`config.mk`:
```
export PLATFORM = sky130hd
export DESIGN_NAME = melody_sequencer_flat
export DESIGN_NICKNAME = d
export VERILOG_FILES = /design/src/rtl/melody_sequencer_if.sv /design/src/rtl/melody_sequencer.sv /design/src/flat_wrapper.sv
export SDC_FILE = /design/constraint.sdc
export NUM_CORES = 1
export LEC_CHECK = 0
export BUFFER_PORTS_ARGS = -buffer_cell sky130_fd_sc_hd__buf_2
export CAP_MARGIN = 15
export CORE_UTILIZATION = 30
export CTS_CLUSTER_SIZE = 12
export DETAILED_ROUTE_END_ITERATION = 8
export MAX_ROUTING_LAYER = met4
export PLACE_DENSITY = 0.44
export SYNTH_ARGS = -nofsm -noshare
export SYNTH_HDL_FRONTEND = slang
export SYNTH_SLANG_ARGS = --single-unit
```
`constraint.sdc`:
```
create_clock -name CLK -period 4.75 [get_ports CLK]
set_clock_uncertainty 0.1 [all_clocks]
set_input_delay 0.2375 -clock CLK [delete_from_list [all_inputs] [get_ports CLK]]
set_output_delay 0.2375 -clock CLK [all_outputs]
set_load 0.005 [all_outputs]
```
`src/rtl/melody_sequencer_if.sv`:
```
// Control and output bundle between the melody sequencer and its control logic / oscillator.
interface melody_sequencer_if #(
  parameter int unsigned AW = 4
) ();
  logic          WR_EN;
  logic [AW-1:0] WR_ADDR;
  logic [7:0]    WR_DATA;
  logic          START;
  logic          STOP;
  logic          LOOP;
  logic [2:0]    NOTE;
  logic          SOUND_EN;
  logic          BUSY;
  logic [AW-1:0] STEP;
  logic          DONE;

  modport master (
    output WR_EN, WR_ADDR, WR_DATA, START, STOP, LOOP,
    input  NOTE, SOUND_EN, BUSY, STEP, DONE
  );

  modport slave (
    input  WR_EN, WR_ADDR, WR_DATA, START, STOP, LOOP,
    output NOTE, SOUND_EN, BUSY, STEP, DONE
  );
endinterface

```
`src/rtl/melody_sequencer.sv`:
```
// Step sequencer: plays a stored melody as timed notes with articulation gaps,
// driving the oscillator note select and a sound gate.
module melody_sequencer #(
  parameter int unsigned DEPTH     = 16,
  parameter int unsigned TICK_DIV  = 500000,
  parameter int unsigned GAP_TICKS = 1
) (
  input  logic CLK,
  input  logic RST_N,
  melody_sequencer_if.slave bus
);

  localparam int unsigned AW       = $clog2(DEPTH);
  localparam int unsigned PW       = (TICK_DIV > 1) ? $clog2(TICK_DIV) : 1;
  localparam int unsigned TMAX     = (GAP_TICKS + 1 > 16) ? GAP_TICKS + 1 : 16;
  localparam int unsigned TW       = $clog2(TMAX);
  localparam int unsigned GAP_LAST = (GAP_TICKS > 0) ? GAP_TICKS - 1 : 0;

  localparam logic [PW-1:0] PRESC_LAST = PW'(TICK_DIV - 1);
  localparam logic [AW-1:0] STEP_LAST  = AW'(DEPTH - 1);
  localparam logic [AW-1:0] STEP_FIRST = '0;

  typedef enum logic [1:0] {S_IDLE, S_PLAY, S_GAP} state_e;

  typedef struct packed {
    logic       rest;
    logic [2:0] note;
    logic [3:0] dur;
  } entry_t;

  entry_t        mem_q [DEPTH];
  entry_t        mem_d [DEPTH];
  state_e        state_q, state_d;
  logic [PW-1:0] presc_q, presc_d;
  logic [TW-1:0] tcnt_q, tcnt_d;
  logic [2:0]    note_q, note_d;
  logic          snd_q, snd_d;
  logic          busy_q, busy_d;
  logic [AW-1:0] step_q, step_d;
  logic          done_q, done_d;

  entry_t        cur_e, nxt_e, first_e, ld_e;
  logic [AW-1:0] step_nxt, load_idx;
  logic          tick, at_end, advance, load, go_idle;

  // Next-state: STOP wins, then per-state timing, then step advance / reload.
  always_comb begin
    state_d  = state_q;
    presc_d  = presc_q;
    tcnt_d   = tcnt_q;
    note_d   = note_q;
    snd_d    = snd_q;
    busy_d   = busy_q;
    step_d   = step_q;
    done_d   = 1'b0;
    mem_d    = mem_q;
    advance  = 1'b0;
    load     = 1'b0;
    go_idle  = 1'b0;
    load_idx = STEP_FIRST;

    cur_e    = mem_q[step_q];
    step_nxt = step_q + AW'(1);
    nxt_e    = mem_q[step_nxt];
    first_e  = mem_q[STEP_FIRST];
    tick     = (presc_q == PRESC_LAST);
    at_end   = (step_q == STEP_LAST) || (nxt_e.dur == 4'd0);

    if (bus.WR_EN && !busy_q) begin
      mem_d[bus.WR_ADDR] = entry_t'(bus.WR_DATA);
    end

    if (bus.STOP) begin
      go_idle = 1'b1;
    end else begin
      case (state_q)
        S_IDLE: begin
          if (bus.START) begin
            if (first_e.dur != 4'd0) load = 1'b1;
            else                     done_d = 1'b1;
          end
        end
        S_PLAY: begin
          presc_d = tick ? '0 : presc_q + PW'(1);
          if (tick) begin
            if (tcnt_q == TW'(cur_e.dur - 4'd1)) begin
              if (GAP_TICKS > 0) begin
                state_d = S_GAP;
                snd_d   = 1'b0;
                tcnt_d  = '0;
              end else begin
                advance = 1'b1;
              end
            end else begin
              tcnt_d = tcnt_q + TW'(1);
            end
          end
        end
        S_GAP: begin
          presc_d = tick ? '0 : presc_q + PW'(1);
          if (tick) begin
            if (tcnt_q == TW'(GAP_LAST)) advance = 1'b1;
            else                         tcnt_d  = tcnt_q + TW'(1);
          end
        end
        default: go_idle = 1'b1;
      endcase
    end

    // End of melody either wraps (LOOP) or finishes with a DONE pulse.
    if (advance) begin
      if (!at_end) begin
        load     = 1'b1;
        load_idx = step_nxt;
      end else if (bus.LOOP) begin
        load = 1'b1;
      end else begin
        go_idle = 1'b1;
        done_d  = 1'b1;
      end
    end

    ld_e = mem_q[load_idx];
    if (load) begin
      state_d = S_PLAY;
      step_d  = load_idx;
      note_d  = ld_e.note;
      snd_d   = !ld_e.rest;
      busy_d  = 1'b1;
      presc_d = '0;
      tcnt_d  = '0;
    end

    if (go_idle) begin
      state_d = S_IDLE;
      step_d  = '0;
      note_d  = '0;
      snd_d   = 1'b0;
      busy_d  = 1'b0;
      presc_d = '0;
      tcnt_d  = '0;
    end
  end

  always_ff @(posedge CLK or negedge RST_N) begin
    if (!RST_N) begin
      state_q <= S_IDLE;
      presc_q <= '0;
      tcnt_q  <= '0;
      note_q  <= '0;
      snd_q   <= 1'b0;
      busy_q  <= 1'b0;
      step_q  <= '0;
      done_q  <= 1'b0;
      for (int i = 0; i < int'(DEPTH); i++) mem_q[i] <= '0;
    end else begin
      state_q <= state_d;
      presc_q <= presc_d;
      tcnt_q  <= tcnt_d;
      note_q  <= note_d;
      snd_q   <= snd_d;
      busy_q  <= busy_d;
      step_q  <= step_d;
      done_q  <= done_d;
      mem_q   <= mem_d;
    end
  end

  assign bus.NOTE     = note_q;
  assign bus.SOUND_EN = snd_q;
  assign bus.BUSY     = busy_q;
  assign bus.STEP     = step_q;
  assign bus.DONE     = done_q;

endmodule

```
`src/flat_wrapper.sv`:
```
// flat-port wrapper written by rule: the top's interface ports become plain ports
module melody_sequencer_flat 
#(
  parameter int unsigned DEPTH     = 16,
  parameter int unsigned TICK_DIV  = 500000,
  parameter int unsigned GAP_TICKS = 1
)
  (CLK, RST_N, bus_WR_EN, bus_WR_ADDR, bus_WR_DATA, bus_START, bus_STOP, bus_LOOP, bus_NOTE, bus_SOUND_EN, bus_BUSY, bus_STEP, bus_DONE);
  melody_sequencer_if #(.AW(4)) bus_i ();
  input  logic CLK;
  input  logic RST_N;
  input wire logic [$bits(bus_i.WR_EN)-1:0] bus_WR_EN;
  input wire logic [$bits(bus_i.WR_ADDR)-1:0] bus_WR_ADDR;
  input wire logic [$bits(bus_i.WR_DATA)-1:0] bus_WR_DATA;
  input wire logic [$bits(bus_i.START)-1:0] bus_START;
  input wire logic [$bits(bus_i.STOP)-1:0] bus_STOP;
  input wire logic [$bits(bus_i.LOOP)-1:0] bus_LOOP;
  output wire logic [$bits(bus_i.NOTE)-1:0] bus_NOTE;
  output wire logic [$bits(bus_i.SOUND_EN)-1:0] bus_SOUND_EN;
  output wire logic [$bits(bus_i.BUSY)-1:0] bus_BUSY;
  output wire logic [$bits(bus_i.STEP)-1:0] bus_STEP;
  output wire logic [$bits(bus_i.DONE)-1:0] bus_DONE;
  assign bus_i.WR_EN = bus_WR_EN;
  assign bus_i.WR_ADDR = bus_WR_ADDR;
  assign bus_i.WR_DATA = bus_WR_DATA;
  assign bus_i.START = bus_START;
  assign bus_i.STOP = bus_STOP;
  assign bus_i.LOOP = bus_LOOP;
  assign bus_NOTE = bus_i.NOTE;
  assign bus_SOUND_EN = bus_i.SOUND_EN;
  assign bus_BUSY = bus_i.BUSY;
  assign bus_STEP = bus_i.STEP;
  assign bus_DONE = bus_i.DONE;
  melody_sequencer #(.DEPTH(DEPTH), .TICK_DIV(TICK_DIV), .GAP_TICKS(GAP_TICKS)) u_core (.CLK(CLK), .RST_N(RST_N), .bus(bus_i));
endmodule
```
==> flow_summary.ini <==
[clocking]
root_buffer = clkbuf_16
cts_tree = built
clockBufferDepth = 2
clkSinkCount = 163
numCtsBuffers = 17
clk_pin_slew_ns = 0.07
cts-resized-gates = 0
htreeDepth = 4
clock_latency_ns = 0.43
post_cts_buffers = 0

[die]
dieArea_mm2 = 0.0290
die_y_um = 170
start_util_pct = 30.6
fp.dieW_um = 170
rows = 61
core_mm2 = 0.0278
boundaryPins = 28

[cells_and_area]
layout.nets = 766
n_fill_cell = 2798
antenna_cells = 0
area_growth_pct = 13.4
layout.cells.most_common = dfrtp_1
drive_gt1_share_pct = 31.6
ff_latch_area_mm2 = 0.00408
finish.utilization_pct = 34.7
layout_common_cells = dfrtp_1, mux2_2, nand2_1, nor2_1, o21ai_0
multiInputGateArea_mm2 = 0.00420

[drt]
first_pass_iters = 4
vias = 5892
drt_iter0_drc = 317
final_antenna_net_count = 0
wl_per_cell_um = 20.6
drt-total-wl_mm = 23.3
routed_via_density = 5.21
drc = 0

[yosys]
synth_area_mm2 = 0.00849
ys_types = 72
synth_warnings = 0
syn-instance-count = 717
async_reset_ff_share_pct = 100
yosysSeqAreaShare_pct = 48.0
ys_ff_latch = 163
syn_area_per_cell_um2 = 11.8
synthFlopType = dfrtp_1
syn_nets = 744
synth_edf_count = 0

[worst_setup_path]
reg2reg_to = u_core.bus.SOUND_EN
worst_ep_arrival_time_ns = 4.21
start_kind = flop
r2r_cells = 12
path_max_fanout = 15
cp_slowest_cell = dfrtp_1
slowest_delay_ns = 0.78
worstSetupPathType = flop to flop
reg2reg_from = u_core.bus.STEP[1]
critical_path.endpoint_type = flop
path_cells = buf_4, mux4_2, o22ai_2, or2_2, ha_1, xor2_4, xnor2_1, a2111oi_2, a21o_1, or2_1, a31oi_1, a211o_1
regToRegSetupSlack_ns = 0.76
worstPathRequired_ns = 4.97

[timing]
finalCritPeriodShare_pct = 84.1
fmax_mhz = 250
setup_viol = 0
fin_crit_ns = 3.99
finalMaxSlewViolations = 0
rsz0062_at_grt = no
finalHoldViolCount = 0
tightest_slew_ns = 0.961
max_slew_margin_pct = 35.4
holdWs_ns = 0.119
setup_tns_ns = 0

[grt]
grt-ovfl-total = 0
grt_pass1_vias = 6076
grt_pass1_wl_mm = 37.0
grt_max_degree = 73
track_usage_pct = 17.6
antenna_found_initial = 0

[hold_path]
min_to = u_core.bus.DONE
hold_start = bus_LOOP
hp-class = input pin to flop
min_path_cells = 4

[pwr]
ir_worst_vdd_mv = 0.256
p_per_area_mw_per_mm2 = 411
p_leak_nw = 3.98
power_mw = 3.96

[status]
status = finished clean

[place]
hpwl_mm = 16.6
place_congestion = 0.829
io_buffers = 27

[job]
drv_cap = 0
==> synthesized netlist by cell type, drive strengths merged (7+ instances only) <==
master  count  area (um2)
dfrtp     163        4080
mux2      135        1520
nand2      53         199
nor2       43         169
o21ai      38         190
clkbuf     24        90.1
a21oi      23         115
mux4       21         495
nand3      18        90.1
inv        15        56.3
nor4       15        93.8
mux2i      14         153
nor2b      14        87.6
nor3       13        70.1
buf        12        73.8
ha          9         113
and3        7        43.8
nand4       7        43.8
==> timing repair <==
action,in CTS,in global routing
endpoints found under the setup margin,0,0
endpoints found under the hold margin,70,0
hold buffers,1,0
==> power breakdown <==
group	switching [mW]	internal, mW
registers	0.205	1.67
logic	0.313	0.375
clock network	0.674	0.722
total	1.19	2.76
==> worst max-delay path by stage <==
stage,startpoint,cells past startpoint,end,slack (ns)
floorplan,u_core.bus.STEP[1],14,u_core.bus.SOUND_EN,1.31
global placement,u_core.bus.STEP[1],12,u_core.bus.SOUND_EN,0.87
detailed placement,u_core.bus.STEP[1],12,u_core.bus.SOUND_EN,0.73
CTS,u_core.bus.STEP[1],12,u_core.bus.SOUND_EN,0.73
global route,u_core.bus.STEP[1],12,u_core.bus.SOUND_EN,0.56
finish,u_core.bus.STEP[1],12,u_core.bus.SOUND_EN,0.76
==> kinds of logic after synthesis <==
group | Yosys count | share of synthesized area, %
xor gates and xnor gates | 12 | 1.55
DFF | 163 | 48.0
adders and majority gates | 9 | 1.33
AOI/OAI and AO/OA | 118 | 9.47
buffers and inverters | 51 | 2.59
and+or+nand+nor | 194 | 11.5
muxes | 170 | 25.6
==> routing by layer <==
metal	GRT usage (%)	vias up	part of all wire (%)
li1	-	2714	-
met1	24.3	3071	50
met2	27.1	92	46
met3	2.63	15	2.3
met4	4.19	0	1.2
met5	-	-	0
==> area by class of cell <==
type | instances | area share (%)
multi-input combinational | 503 | 43.5
sequential | 163 | 42.4
tap | 378 | 4.91
clock buffer | 18 | 4.56
timing repair buffer | 39 | 2.43
clock inverter | 14 | 1.62
inverter | 15 | 0.584
==> per-stage QoR <==
step | instance area, um2 | setup slack (ns) | instances
final | 9630 | 0.757 | 1130
after detailed placement | 9030 | 0.729 | 1097
after global routing | 9630 | 0.557 | 1130
after CTS | 9630 | 0.728 | 1130
after global placement | 9030 | 0.870 | 1097
after floorplan | 8490 | 1.31 | 717
==> registers in the layout, summed over array words and instances (netlist names) <==
| register | cells |
|---|---|
| u_core.bus.DONE | 1 |
| u_core.state_q | 2 |
| u_core.bus.NOTE | 3 |
| u_core.bus.SOUND_EN | 1 |
| u_core.first_e | 8 |
| u_core.presc_q | 19 |
| u_core.bus.STEP | 4 |
| u_core.mem_q | 120 |
| u_core.tcnt_q | 4 |
| u_core.bus.BUSY | 1 |
==> critical path: cells and delay by family (launching register included) <==
kind	cells	cell delay [ns]
adders and majority gates	1	0.24
xor gates and xnor gates	2	0.41
buffers and inverters	1	0.28
and+or+nand+nor	2	0.30
muxes	1	0.53
AOI/OAI and AO/OA	5	1.26
DFF	1	0.78
Power figures use the tool's default switching activity.
